$ cat config.mk
export PLATFORM = sky130hd
export DESIGN_NAME = alu_bist_misr_analyzer
export DESIGN_NICKNAME = d
export VERILOG_FILES = /design/src/rtl/alu_bist_misr_analyzer.sv
export SDC_FILE = /design/constraint.sdc
export NUM_CORES = 1
export LEC_CHECK = 0
export CAP_MARGIN = 20
export CORE_MARGIN = 2
export CORE_UTILIZATION = 32
export DETAILED_ROUTE_END_ITERATION = 12
export PLACE_DENSITY = 0.56
export SETUP_SLACK_MARGIN = 0.2
export SLEW_MARGIN = 30
export SYNTH_ARGS = -nofsm -noshare
export SYNTH_HDL_FRONTEND = slang
export SYNTH_SLANG_ARGS = --single-unit
$ cat constraint.sdc
create_clock -name clk -period 2.1 [get_ports clk]
set_input_delay 0.21 -clock clk [delete_from_list [all_inputs] [get_ports clk]]
set_output_delay 0.21 -clock clk [all_outputs]
set_load 0.02 [all_outputs]
$ cat src/rtl/alu_bist_misr_analyzer.sv
// Response analyzer for the execute-stage ALU BIST: compacts ALU result/carry into a MISR,
// checks the end-of-session signature and latches the sticky spare-ALU select after repeated fails.
module alu_bist_misr_analyzer #(
    parameter int               WIDTH          = 32,
    parameter int               NUM_VECTORS    = 8,
    parameter int               CNT_W          = 3,
    parameter logic [WIDTH-1:0] POLY           = 32'h04C11DB7,
    parameter logic [WIDTH-1:0] SEED           = 32'hFFFFFFFF,
    parameter logic [WIDTH-1:0] GOLDEN_SIG     = 32'h00000000,
    parameter int               FAIL_THRESHOLD = 2
) (
    input  logic             clk,
    input  logic             rst,
    input  logic             test_en,
    input  logic [CNT_W-1:0] test_counter,
    input  logic [WIDTH-1:0] primary_res,
    input  logic             primary_carry,
    input  logic             clear_fault,
    output logic             session_done,
    output logic             session_pass,
    output logic             session_abort,
    output logic [1:0]       fail_count,
    output logic [WIDTH-1:0] signature,
    output logic             fault_detected,
    output logic             mux_sel
);

    typedef enum logic [1:0] {IDLE, ACCUM, EVAL, FAULT} state_t;

    localparam logic [CNT_W-1:0] LAST_IDX = CNT_W'(NUM_VECTORS - 1);
    localparam logic [1:0]       THRESH   = 2'(FAIL_THRESHOLD);

    state_t           state, state_nxt;
    logic [CNT_W-1:0] exp_idx, idx_nxt;
    logic [WIDTH-1:0] sig_nxt;
    logic [1:0]       fail_base, fail_inc, fail_nxt;
    logic             done_nxt, pass_nxt, abort_nxt, fault_nxt;

    function automatic logic [WIDTH-1:0] misr_step(input logic [WIDTH-1:0] s,
                                                   input logic [WIDTH-1:0] res,
                                                   input logic             carry);
        return {s[WIDTH-2:0], 1'b0} ^ (s[WIDTH-1] ? POLY : '0) ^ res ^ {{(WIDTH-1){1'b0}}, carry};
    endfunction

    function automatic logic [1:0] sat_inc(input logic [1:0] c);
        return (c == 2'd3) ? c : c + 2'd1;
    endfunction

    // clear_fault outside FAULT only zeroes the count; a session in flight keeps going
    assign fail_base = clear_fault ? 2'd0 : fail_count;
    assign fail_inc  = sat_inc(fail_base);

    always_comb begin
        state_nxt = state;
        sig_nxt   = signature;
        idx_nxt   = exp_idx;
        fail_nxt  = fail_base;
        done_nxt  = 1'b0;
        pass_nxt  = 1'b0;
        abort_nxt = 1'b0;
        fault_nxt = fault_detected;
        case (state)
            IDLE: begin
                if (test_en && test_counter == '0) begin
                    sig_nxt   = misr_step(SEED, primary_res, primary_carry);
                    idx_nxt   = CNT_W'(1);
                    state_nxt = ACCUM;
                end
            end
            ACCUM: begin
                if (!test_en) begin
                    abort_nxt = 1'b1;
                    state_nxt = IDLE;
                end else if (test_counter != exp_idx) begin
                    abort_nxt = 1'b1;
                    fail_nxt  = fail_inc;
                    state_nxt = IDLE;
                end else begin
                    sig_nxt = misr_step(signature, primary_res, primary_carry);
                    idx_nxt = exp_idx + 1'b1;
                    if (exp_idx == LAST_IDX) state_nxt = EVAL;
                end
            end
            EVAL: begin
                // test_en is not looked at here, so a counter=0 arriving now is dropped
                done_nxt = 1'b1;
                pass_nxt = (signature == GOLDEN_SIG);
                if (pass_nxt) begin
                    fail_nxt  = 2'd0;
                    state_nxt = IDLE;
                end else begin
                    fail_nxt = fail_inc;
                    if (fail_inc >= THRESH) begin
                        fault_nxt = 1'b1;
                        state_nxt = FAULT;
                    end else begin
                        state_nxt = IDLE;
                    end
                end
            end
            FAULT: begin
                if (clear_fault) begin
                    fault_nxt = 1'b0;
                    sig_nxt   = SEED;
                    state_nxt = IDLE;
                end
            end
            default: state_nxt = IDLE;
        endcase
    end

    always_ff @(posedge clk or posedge rst) begin
        if (rst) begin
            state          <= IDLE;
            signature      <= SEED;
            exp_idx        <= '0;
            fail_count     <= 2'd0;
            session_done   <= 1'b0;
            session_pass   <= 1'b0;
            session_abort  <= 1'b0;
            fault_detected <= 1'b0;
        end else begin
            state          <= state_nxt;
            signature      <= sig_nxt;
            exp_idx        <= idx_nxt;
            fail_count     <= fail_nxt;
            session_done   <= done_nxt;
            session_pass   <= pass_nxt;
            session_abort  <= abort_nxt;
            fault_detected <= fault_nxt;
        end
    end

    assign mux_sel = fault_detected;

endmodule
==> impl_metrics.json, run 1 <==
{
  "status": "finished, final reports clean",
  "hold_class": "in2async",
  "pwr-share-clk_pct": 9.0,
  "htree_levels": 2,
  "crit_start": "signature[23]",
  "yosysMostFrequentCell": "nor2_1",
  "syn2layout_area_growth_pct": 36.3,
  "synthTopCellsByArea": "dfstp_2 (30%), dfrtp_1 (9.9%), a21oi_2 (8.2%)",
  "powerDensity_mw_per_mm2": 1510,
  "p_comb_share_pct": 58.1,
  "wl_per_cell_um": 14.4,
  "vias_per_cell": 4.88,
  "clk_pin_slew_ns": 0.08,
  "crit_fanout": 5,
  "rows": 33,
  "grt_usage_pct": 15.0,
  "hold_viol": 0,
  "period_minus_slack_ns": 1.76,
  "critPathLaunchType": "flop",
  "nNetsFinal": 435,
  "r2r-start": "signature[23]",
  "clock_skew_ns": 0.00572,
  "dp_hpwl_um": 5030,
  "layout-drive-gt1-share_pct": 21.5,
  "worst_pin_slew_ns": 0.545,
  "wl_met2_um": 3210,
  "crit_path_end_kind": "flop",
  "dieArea_sq_mm": 0.00942,
  "drtIter0Drc": 79,
  "final_max_slew_viol_count": 0,
  "min_period_over_period_pct": 83.7,
  "max_freq_mhz": 569,
  "die_w_um": 97.1,
  "wl_met3_um": 393,
  "synth_edf_count": 0,
  "grt_pass1_wl_um": 11500,
  "finalPower_mw": 5.71,
  "met1_length_um": 3500,
  "gp_congestion": 0.753,
  "setup_viol": 0,
  "io_buffers": 78,
  "syn_nets": 358,
  "grt_max_degree": 44,
  "avgSynthCellArea_sq_um": 8.88,
  "synth.distinct_cells": 37,
  "ys_warn_count": 0,
  "p_seq_share_pct": 32.9,
  "slew_headroom_pct": 63.7,
  "clk_latency_ns": 0.29,
  "p_int_mw": 3.20,
  "die_h_um": 97.1,
  "synth_top_area_cell": "dfstp_2",
  "ant_nets": 0,
  "pin_count": 79,
  "cp.required_ns": 2.26,
  "vias": 2417,
  "max_cap_violations": 0,
  "netlist_area_sq_mm": 0.00277,
  "routed.top_layer": "met4",
  "cts_tree": "built",
  "irDropWorstVdd_mv": 0.623,
  "overflow": 0,
  "drt-pass1-iter-count": 4,
  "crit_type": "reg2reg",
  "setup_tns_ns": 0,
  "fp.coreArea_sq_mm": 0.00830,
  "drt-total-wl_um": 7150,
  "ys_ff_latch": 43,
  "start_util_pct": 33.4,
  "netSwitchingFraction_pct": 43.9,
  "netlist_instances": 312,
  "clock-root-buffer": "clkbuf_8",
  "clockBufferDepth": 2,
  "crit_arrival_ns": 1.92,
  "switchingPower_mw": 2.51,
  "synth_top_area_share_pct": 30.3,
  "ys_seq_area_share_pct": 40.3,
  "grt_setup_unrepaired": "true",
  "total_leakage_power_nw": 1.40,
  "synthFlopType": "dfstp_2",
  "antenna_found_initial": 0,
  "synth_commonest_cells": "nor2_1 (50), dfstp_2 (32), a21oi_1 (27)",
  "clkSinkCount": 43,
  "cts_buffers": 5,
  "grt_pass1_vias": 2222,
  "timing.hold.ws_ns": 0.340,
  "postSynth.asyncResetShare_pct": 100,
  "n_antenna_cell": 0,
  "final_util_pct": 45.5,
  "drc_errors": 0
}
==> power groups by stage <==
stage	Clock, mW	Combinational (mW)	Sequential (mW)
CTS	0.546	3.29	1.88
finish	0.512	3.32	1.88
detailed placement	0	3.28	1.89
global route	0.572	3.65	1.96
floorplan	0	1.83	2.17
global placement	0	3.22	1.90
==> worst max-delay path: stages (launching register included) <==
cell and delay (ns):
dfstp_2 0.40, nor4_2 0.35, nand4_1 0.26, o21ai_1 0.27
or3_1 0.21, o221ai_1 0.14
==> final cells by class <==
class / count / area [sq um]
well taps: 105 / 131
multi-input cells: 242 / 1510
fillers: 832 / 4520
repair buffers: 89 / 905
flip-flops and latches: 43 / 1120
inverters: 8 / 30.0
clock buffers: 7 / 76.3
clock inverters: 1 / 5.00
==> layout by cell type (no fill, tap or decap), types with 3 or more instances in the layout <==
| master | netlist | final |
|---|---|---|
| xor2_1 | 14 | 14 |
| buf_4 | 3 | 8 |
| clkdlybuf4s50_1 | 0 | 77 |
| a22oi_1 | 3 | 3 |
| nor2_1 | 50 | 50 |
| xnor2_1 | 17 | 17 |
| nor4_1 | 8 | 7 |
| ha_1 | 6 | 6 |
| nand2_1 | 19 | 19 |
| a21oi_1 | 27 | 27 |
| a21oi_2 | 26 | 26 |
| a31oi_1 | 3 | 3 |
| or3_1 | 20 | 20 |
| o21ai_0 | 23 | 22 |
| dfstp_2 | 32 | 32 |
| nor2b_1 | 5 | 5 |
| dfrtp_1 | 11 | 11 |
| inv_1 | 8 | 6 |
| clkbuf_8 | 0 | 5 |
==> sequential cells by signal (all words and copies together) (netlist names) <==
register,count
exp_idx,3
session_abort,1
session_pass,1
fault_detected,1
fail_count,2
state,2
session_done,1
signature,32
==> final timing paths <==
check / endpoint / slack [ns] / cells past startpoint
setup / recovery: state[1] / 0.34 / 5
hold / removal: exp_idx[2] / 0.34 / 3
setup reg to reg: state[1] / 0.34 / 5
hold reg to reg: signature[8] / 0.53 / 2
max in group asynchronous: signature[25] / 1.37 / 3
min in group clk: signature[8] / 0.53 / 2
==> repair_timing <==
action | 4_1_cts | 5_1_grt
setup buffers | 0 | 0
gates cloned | 0 | 1
hold buffers | 0 | 0
endpoints found under the setup margin | 2 | 16
gates resized for setup | 2 | 2
==> routing by layer <==
metal  up-vias  track usage [%]
li1       1230                -
met1      1109             21.3
met2        74             23.5
met3         4             3.60
met4         0             2.93
met5         -                0
==> stage by stage <==
stage / area [sq um] / setup WS, ns / std cells
finish: 3780 / 0.343 / 495
floorplan: 2770 / 0.378 / 312
global route: 3780 / 0.189 / 495
CTS: 3750 / 0.262 / 494
global placement: 3670 / 0.179 / 486
detailed placement: 3670 / 0.0996 / 486
==> logic make-up after synthesis <==
kind of cell | count (synthesis) | synth area share [%]
simple gates | 113 | 19.8
fa+ha+maj | 6 | 2.71
buf+inv | 27 | 5.33
xor+xnor | 31 | 9.80
compound gates | 90 | 21.4
mux | 2 | 0.767
flops | 43 | 40.3
Power figures use the tool's default switching activity.
==> run 2: changes to the inputs <==
Settings changed: PLACE_DENSITY 0.56 to 0.59.
Clock period 2.1 ns to 1.5 ns, I/O delays scaled along.
==> run 2 against run 1 <==
Against the previous run:
- the run now ends with setup timing left
- global-route usage grew 1.3 points
- largest cell class unchanged
- critical endpoint is now signature[3]
- critical path depth grew 4
- die area is the same
- final area grew 29%
- non-clock buffer count grew 71
- count of clock-buffer cells in the layout shrank 1
- combinational power grew 120%
- setup slack lost 0.53 ns
- clock power grew 43%
==> impl_metrics.json, run 2 (synthesized netlist as in run 1, its figures left out) <==
{
  "finalPower_mw": 10.3,
  "max_freq_mhz": 592,
  "vias": 2767,
  "clk_pin_slew_ns": 0.08,
  "pwr-share-clk_pct": 7.1,
  "clock-root-buffer": "clkbuf_8",
  "die_h_um": 97.1,
  "status": "complete, but fails checks",
  "final_max_slew_viol_count": 0,
  "n_antenna_cell": 0,
  "switchingPower_mw": 4.47,
  "die_w_um": 97.1,
  "setup_tns_ns": -5.72,
  "p_seq_share_pct": 23.2,
  "netSwitchingFraction_pct": 43.3,
  "vias_per_cell": 4.89,
  "failed_checks": "setup timing",
  "max_cap_violations": 0,
  "p_comb_share_pct": 69.8,
  "crit_arrival_ns": 1.92,
  "largest_register_ffs": 32,
  "overflow": 0,
  "fp.coreArea_sq_mm": 0.00830,
  "final_util_pct": 58.6,
  "p_int_mw": 5.85,
  "hold_buffers": 0,
  "worst_slack_ns": -0.190,
  "worst_pin_slew_ns": 0.432,
  "final_cells": 566,
  "grt_pass1_wl_um": 12700,
  "cp.required_ns": 1.73,
  "mostFrequentLayoutCell": "buf_4",
  "dieArea_sq_mm": 0.00942,
  "antenna_found_initial": 0,
  "crit_type": "reg2reg",
  "powerDensity_mw_per_mm2": 2120,
  "timing.hold.ws_ns": 0.191,
  "htree_levels": 2,
  "clockBufferDepth": 2,
  "ant_nets": 0,
  "largest-register": "signature",
  "dp_hpwl_um": 5530,
  "crit_fanout": 7,
  "grt_setup_unrepaired": "true",
  "nNetsFinal": 506,
  "reg_top3": "signature: 32 flops, exp_idx: 3 flops",
  "cts_buffers": 5,
  "min_period_over_period_pct": 113,
  "drt-pass1-iter-count": 4,
  "wl_per_cell_um": 14.7,
  "drt-total-wl_um": 8330,
  "crit_path_end_kind": "flop",
  "layout-drive-gt1-share_pct": 55.7,
  "setup_viol": 38,
  "hold_viol": 0,
  "period_minus_slack_ns": 1.69,
  "rows": 33,
  "start_util_pct": 33.4,
  "syn2layout_area_growth_pct": 75.3,
  "clkSinkCount": 43,
  "gp_congestion": 0.800,
  "total_leakage_power_nw": 1.94,
  "pin_count": 79,
  "io_buffers": 78,
  "cts_tree": "built",
  "critPathLaunchType": "flop",
  "final_cell_mix": "buf_4 (67), a21oi_2 (41), clkdlybuf4s50_1 (38)",
  "grt_usage_pct": 16.3,
  "grt_max_degree": 44,
  "irDropWorstVdd_mv": 0.962,
  "clk_latency_ns": 0.29,
  "drtIter0Drc": 107,
  "grt_pass1_vias": 2609,
  "slew_headroom_pct": 71.2,
  "clock_skew_ns": 0.00202,
  "place_inst": 540,
  "drc_errors": 0,
  "hold_class": "in2async"
}
[run 2: path summary, 6_finish.rpt]
check,startpoint,to,slack (ns),cells past startpoint
setup reg to reg,state[1],signature[3],-0.19,9
max in group asynchronous,rst,signature[9],1.03,3
hold reg to reg,fault_detected,fault_detected,0.59,2
hold / removal,rst,exp_idx[0],0.19,3
min in group clk,test_counter[1],state[1],0.56,7
setup / recovery,state[1],signature[3],-0.19,9
[run 2: critical path: stages, from the launching register on]
cell,delay (ns)
dfrtp_1,0.42
buf_6,0.14
ha_4,0.16
nand2b_4,0.07
o211ai_1,0.12
o21ai_4,0.22
buf_12,0.17
clkbuf_16,0.19
nor2_2,0.05
a21oi_2,0.09
[run 2: per-layer routing]
layer / GRT usage, % / up-vias / part of all wire, %
li1: - / 1370 / -
met1: 21.6 / 1340 / 46
met2: 28.2 / 51 / 51
met3: 2.88 / 6 / 2.9
met4: 3.25 / 0 / 0.82
met5: 0 / - / 0
[run 2: what timing repair did]
action,in CTS,in global routing
resized for setup,172,102
endpoints found under the setup margin,81,62
pin swaps,7,13
gates cloned,1,4
buffers inserted,5,8
[run 2: power groups by stage]
stage	logic (mW)	clock network, mW	registers, mW
floorplan	2.86	0	3.06
global placement	5.76	0	2.29
detailed placement	5.83	0	2.30
CTS	5.74	0.758	2.35
global route	7.75	0.795	2.46
finish	7.20	0.731	2.39
[run 2: stage by stage]
step	setup slack, ns	cell area, sq um
final	-0.190	4860
after global routing	-0.251	4860
after CTS	-0.170	4300
after detailed placement	-0.396	4180
after global placement	-0.399	4180
after floorplan	-0.117	2940
[run 2: final cells by class]
cell class              count  area, sq um
clock buffers               6         72.6
clock inverters             2         11.3
fillers                   704         3440
inverters                   8         37.5
multi-input cells         242         1980
flip-flops and latches     43         1120
well taps                 105          131
repair buffers            160         1510
